`config.mk`:
```
export PLATFORM = sky130hd
export DESIGN_NAME = fifo_wptr_ctrl
export DESIGN_NICKNAME = d
export VERILOG_FILES = /design/src/rtl/fifo_wptr_ctrl.sv
export SDC_FILE = /design/constraint.sdc
export NUM_CORES = 1
export LEC_CHECK = 0
export BUFFER_PORTS_ARGS = -buffer_cell sky130_fd_sc_hd__buf_2
export CAP_MARGIN = 20
export CORE_MARGIN = 2
export CORE_UTILIZATION = 45
export CTS_BUF_LIST = sky130_fd_sc_hd__clkbuf_16
export DETAILED_ROUTE_END_ITERATION = 10
export PLACE_DENSITY = 0.71
export SETUP_SLACK_MARGIN = 0.1
export SYNTH_ARGS = -nofsm -noshare
export SYNTH_HDL_FRONTEND = slang
export SYNTH_SLANG_ARGS = --single-unit
```
`constraint.sdc`:
```
create_clock -name wclk -period 2.4 [get_ports wclk]
set_input_delay 0.12 -clock wclk [delete_from_list [all_inputs] [get_ports wclk]]
set_output_delay 0.12 -clock wclk [all_outputs]
set_load 0.01 [all_outputs]
```
`src/rtl/fifo_wptr_ctrl.sv`:
```
// Write-side pointer and flag controller for the async FIFO (wclk domain).
// Latency: pointers and flags update on the accepting edge; read-pointer progress is seen SYNC_STAGES+1 edges later.
// Backpressure: a write is accepted only while full is low; a write attempt while full sets the sticky overflow flag.
//
// Ports:
//   wclk, wrst     write clock, synchronous active-high reset
//   w_en           write request from the producer
//   g_rptr_async   Gray read pointer from the rclk domain (unsynchronised)
//   ovf_clr        clears the sticky overflow flag
//   b_wptr         binary write pointer; the memory address is [PTR_WIDTH-1:0]
//   g_wptr         registered Gray write pointer, exported to the read domain
//   full           FIFO full; gates memory writes
//   almost_full    fill level >= AFULL_THRESH
//   wr_level       occupancy seen from the write side, 0..DEPTH
//   overflow       sticky: a write was attempted while full
//
// DEPTH must equal 2**PTR_WIDTH. PTR_WIDTH must be >= 2 and SYNC_STAGES >= 2.
module fifo_wptr_ctrl #(
    parameter int DEPTH        = 8,
    parameter int PTR_WIDTH    = 3,
    parameter int AFULL_THRESH = 6,
    parameter int SYNC_STAGES  = 2
) (
    input  logic                 wclk,
    input  logic                 wrst,
    input  logic                 w_en,
    input  logic [PTR_WIDTH:0]   g_rptr_async,
    input  logic                 ovf_clr,
    output logic [PTR_WIDTH:0]   b_wptr,
    output logic [PTR_WIDTH:0]   g_wptr,
    output logic                 full,
    output logic                 almost_full,
    output logic [PTR_WIDTH:0]   wr_level,
    output logic                 overflow
);

    localparam int PW = PTR_WIDTH + 1;
    localparam logic [PTR_WIDTH:0] AFULL_LVL = PW'(AFULL_THRESH);

    logic                 wr_acc;
    logic [PTR_WIDTH:0]   b_next;
    logic [PTR_WIDTH:0]   g_next;
    logic [PTR_WIDTH:0]   rq;
    logic [PTR_WIDTH:0]   r_bin;
    logic [PTR_WIDTH:0]   level_next;
    logic [PTR_WIDTH:0]   rsync_q [SYNC_STAGES];

    // Accept against the registered full flag so the write decision never
    // depends on a combinational path through the synchroniser.
    assign wr_acc = w_en & ~full;
    assign b_next = b_wptr + {{PTR_WIDTH{1'b0}}, wr_acc};
    assign g_next = b_next ^ (b_next >> 1);

    // Plain flop chain: nothing may sit between the async input and the
    // first stage, otherwise multi-bit glitches could be captured.
    always_ff @(posedge wclk) begin
        if (wrst) begin
            for (int i = 0; i < SYNC_STAGES; i++) begin
                rsync_q[i] <= '0;
            end
        end else begin
            rsync_q[0] <= g_rptr_async;
            for (int i = 1; i < SYNC_STAGES; i++) begin
                rsync_q[i] <= rsync_q[i-1];
            end
        end
    end

    assign rq = rsync_q[SYNC_STAGES-1];

    always_comb begin
        r_bin = '0;
        r_bin[PTR_WIDTH] = rq[PTR_WIDTH];
        for (int i = PTR_WIDTH - 1; i >= 0; i--) begin
            r_bin[i] = r_bin[i+1] ^ rq[i];
        end
    end

    // Difference is taken modulo 2**(PTR_WIDTH+1); the wrap bit makes a
    // completely full FIFO read as DEPTH rather than 0.
    assign level_next = b_next - r_bin;

    always_ff @(posedge wclk) begin
        if (wrst) begin
            b_wptr      <= '0;
            g_wptr      <= '0;
            full        <= 1'b0;
            almost_full <= 1'b0;
            wr_level    <= '0;
            overflow    <= 1'b0;
        end else begin
            b_wptr      <= b_next;
            g_wptr      <= g_next;
            // Full when the next write pointer is exactly one lap ahead of
            // the synchronised read pointer: top two Gray bits inverted.
            full        <= (g_next == {~rq[PTR_WIDTH:PTR_WIDTH-1], rq[PTR_WIDTH-2:0]});
            almost_full <= (level_next >= AFULL_LVL);
            wr_level    <= level_next;
            // Setting has priority so a clear racing a fresh overflow
            // cannot hide it.
            if (w_en && full) begin
                overflow <= 1'b1;
            end else if (ovf_clr) begin
                overflow <= 1'b0;
            end
        end
    end

endmodule

```
==> flow_metrics.py <==
metrics = {
    "outcome": {
        "status": "complete, no violations",
    },
    "sta": {
        "hold_violations": 0,
        "max_freq_ghz": 0.455,
        "maxSlewViolCount": 0,
        "min_period_over_period_pct": 91.6,
        "setup_viol": 0,
        "rsz0062_at_grt": "false",
        "fin_skew_ns": 0.00125,
        "post-route-min-period_ns": 2.20,
        "slew-limit-headroom_pct": 74.8,
        "worst_pin_slew_ns": 0.378,
        "hold_ws_ns": 0.0712,
        "setup_tns_ns": 0,
    },
    "grt": {
        "gr-total-overflow": 0,
        "grt.total_usage_pct": 15.5,
        "antenna_found_initial": 0,
        "grt_first_pass_wirelength_mm": 2.33,
        "grt_pass1_vias": 573,
        "grt_max_degree": 23,
    },
    "detailed_routing": {
        "ant_nets": 0,
        "routed_wl_mm": 1.42,
        "drc": 0,
        "num_vias": 603,
        "dr.first_iter.drc_count": 1,
        "wl_per_cell_um": 11.0,
        "via_per_inst": 4.67,
        "drt-pass1-iter-count": 3,
    },
    "clock_network": {
        "path_clk_slew_ns": 0.06,
        "clock_tree.buffer_depth": 2,
        "htreeDepth": 1,
        "clock_latency_ns": 0.25,
        "clock_sinks": 22,
        "cts_tree": "yes",
        "holdBufCountCts": 0,
        "numCtsBuffers": 3,
        "cts_setup_buffers": 0,
        "root_buffer": "clkbuf_16",
    },
    "power_and_ir_drop": {
        "power.density_mw_per_mm2": 926,
        "p_leak_nw": 0.530,
        "p_int_mw": 0.806,
        "total_power_mw": 1.03,
        "p_switching_mw": 0.227,
        "swShare_pct": 22.0,
        "ir_drop_v": 0.000464,
        "clkPwrFrac_pct": 44.8,
        "p_comb_share_pct": 15.7,
        "seqPwrFrac_pct": 39.5,
    },
    "finish": {
        "finalInstanceArea_mm2": 0.00112,
        "syn2layout_area_growth_pct": 28.0,
        "drive_gt1_share_pct": 29.8,
        "nFillCells": 145,
        "diodes": 0,
        "utilization_pct": 62.6,
        "finish.net_count": 119,
    },
    "logic_synthesis": {
        "synth_top_family_by_area": "simple AND/OR/NAND/NOR gates",
        "synthTopCellsByArea": "dfxtp_1, ha_1, nor2b_1",
        "synth-adder-area-share_pct": 9.47,
        "avgSynthCellArea_um2": 10.8,
        "synthSimpleGateAreaFrac_pct": 16.8,
        "muxShareOfSynthArea_pct": 0,
        "yosys.cell_types.count": 22,
        "yosysTopAreaCell": "dfxtp_1",
        "syn_area_um2": 872,
        "synth_top_cell_area_share_pct": 50.5,
        "yosys_warnings": 0,
        "synth_compound_area_share_pct": 4.16,
        "synth-seq-area-share_pct": 50.5,
        "synth_xor_area_share_pct": 15.6,
        "ys_ff_latch": 22,
        "synthesis.nets": 95,
        "syn_inst": 81,
    },
    "floorplanning": {
        "dieArea_mm2": 0.00231,
        "die-width_um": 48.0,
        "fp-row-count": 15,
        "ios": 23,
        "initial_core_util_pct": 48.9,
        "fp.dieH_um": 48.0,
        "core_area_mm2": 0.00178,
    },
    "critical_path": {
        "start_kind": "flop",
        "r2r_slack_ns": 0.20,
        "arrival_ns": 2.36,
        "endpoint_kind": "flop",
        "critPathBufInv": 0,
        "path_depth": 8,
        "r2r_start": "full",
        "cp-endpoint": "almost_full",
        "cp_cell_sequence": "nor2b_1, ha_2, ha_2, ha_1, nor2b_1, o21a_1, or4_4, o311ai_1",
        "worstSetupStartpoint": "full",
        "worst_r2r_path_depth": 8,
        "crit_fanout": 4,
        "critPathMaxStageDelay_ns": 0.43,
        "crit_slowest_cell": "or4_4",
        "worst-setup-path-type": "flop to flop",
        "rr_endpoint": "almost_full",
        "cpLargestDelayFamily": "adder cells",
        "worstPathRequired_ns": 2.56,
    },
    "min_path": {
        "hp-class": "input pin to flop",
    },
    "place": {
        "portBuffers": 22,
        "place_congestion": 0.758,
        "dp_hpwl_um": 984,
        "placed_area_um2": 998,
    },
    "run": {
        "maxCapViolCount": 0,
    },
}
-- sequential cells by signal (all words and copies together) (netlist names) --
register / count
wr_level: 4
almost_full: 1
b_wptr: 4
overflow: 1
rsync_q: 8
g_wptr: 3
full: 1
-- Yosys cell counts --
cell type  instances
a21boi_0           1
a21oi_1            1
and2_1             1
and4_2             1
buf_4              1
clkbuf_1           2
dfxtp_1           22
fa_1               1
ha_1               5
inv_1              4
nand2_1            2
nand2b_1           1
nand3_1            1
nor2_1            10
nor2b_1           10
o211ai_1           1
o21a_1             1
o311ai_1           1
or4_4              1
xnor2_1            7
xnor3_1            1
xor2_1             6
-- power by group through the flow --
stage | combinational (mW) | sequential, mW | clock (mW)
after floorplan | 0.0944 | 0.432 | 0
after global placement | 0.155 | 0.416 | 0
after detailed placement | 0.157 | 0.417 | 0
after CTS | 0.164 | 0.409 | 0.467
after global routing | 0.183 | 0.413 | 0.483
final | 0.162 | 0.409 | 0.463
-- stage by stage --
stage	setup slack [ns]	std cells
floorplan	0.270	81
global placement	0.280	125
detailed placement	0.217	125
CTS	0.159	129
global route	0.109	129
finish	0.200	129
-- repair_timing --
action,in CTS,in global routing
resized for setup,0,3
endpoints found under the setup margin,0,1
hold endpoints to repair,0,0
-- worst min path at each step --
stage,from,endpoint,slack (ns),depth (start not counted)
6_report,g_rptr_async[3],rsync_q[0][3],0.07,2
5_1_grt,g_rptr_async[0],rsync_q[0][0],0.09,2
4_1_cts,g_rptr_async[3],rsync_q[0][3],0.07,2
3_5_place_dp,g_rptr_async[3],rsync_q[0][3],0.33,2
3_3_place_gp,g_rptr_async[3],rsync_q[0][3],0.33,2
2_1_floorplan,g_rptr_async[0],rsync_q[0][0],0.25,1
-- routing by layer --
layer | track usage (%) | routed length, um | part of all wire [%]
met5 | 0 | 0 | 0
met4 | 9.73 | 35 | 2.5
met2 | 27.2 | 695 | 49
met3 | 4.53 | 78 | 5.5
met1 | 15.9 | 607 | 43
-- cells by family (layout without fill, tap and decap cells) --
kind of cell / Yosys count / after routing
buffers and inverters: 7 / 30
AND/OR/NAND/NOR: 27 / 27
adder cells (fa/ha/maj): 6 / 6
AO/OA/AOI/OAI: 5 / 5
flip-flops: 22 / 22
XOR/XNOR: 14 / 14
-- layout by cell type (no fill, tap or decap) --
cell type / Yosys / final
dfxtp_1: 22 / 22
buf_2: 0 / 22
nor2b_1: 10 / 10
nor2_1: 10 / 10
xnor2_1: 7 / 7
xor2_1: 6 / 5
inv_1: 4 / 4
ha_1: 5 / 3
clkbuf_16: 0 / 3
nand2_1: 2 / 2
ha_2: 0 / 2
xor2_2: 0 / 1
and2_1: 1 / 1
a21boi_0: 1 / 1
nand3_1: 1 / 1
xnor3_1: 1 / 1
and4_2: 1 / 1
o21a_1: 1 / 1
or4_4: 1 / 1
o211ai_1: 1 / 1
o311ai_1: 1 / 1
nand2b_1: 1 / 1
a21oi_1: 1 / 1
fa_1: 1 / 1
bufinv_16: 0 / 1
-- layout make-up --
class / count / area, um^2 / area share (%)
multi-input combinational: 52 / 414 / 37.1
clock inverter: 1 / 30.0 / 2.69
timing repair buffer: 22 / 110 / 9.87
sequential: 22 / 440 / 39.5
inverter: 4 / 15.0 / 1.35
clock buffer: 3 / 75.1 / 6.73
tap: 25 / 31.3 / 2.80
Power figures use the tool's default switching activity.
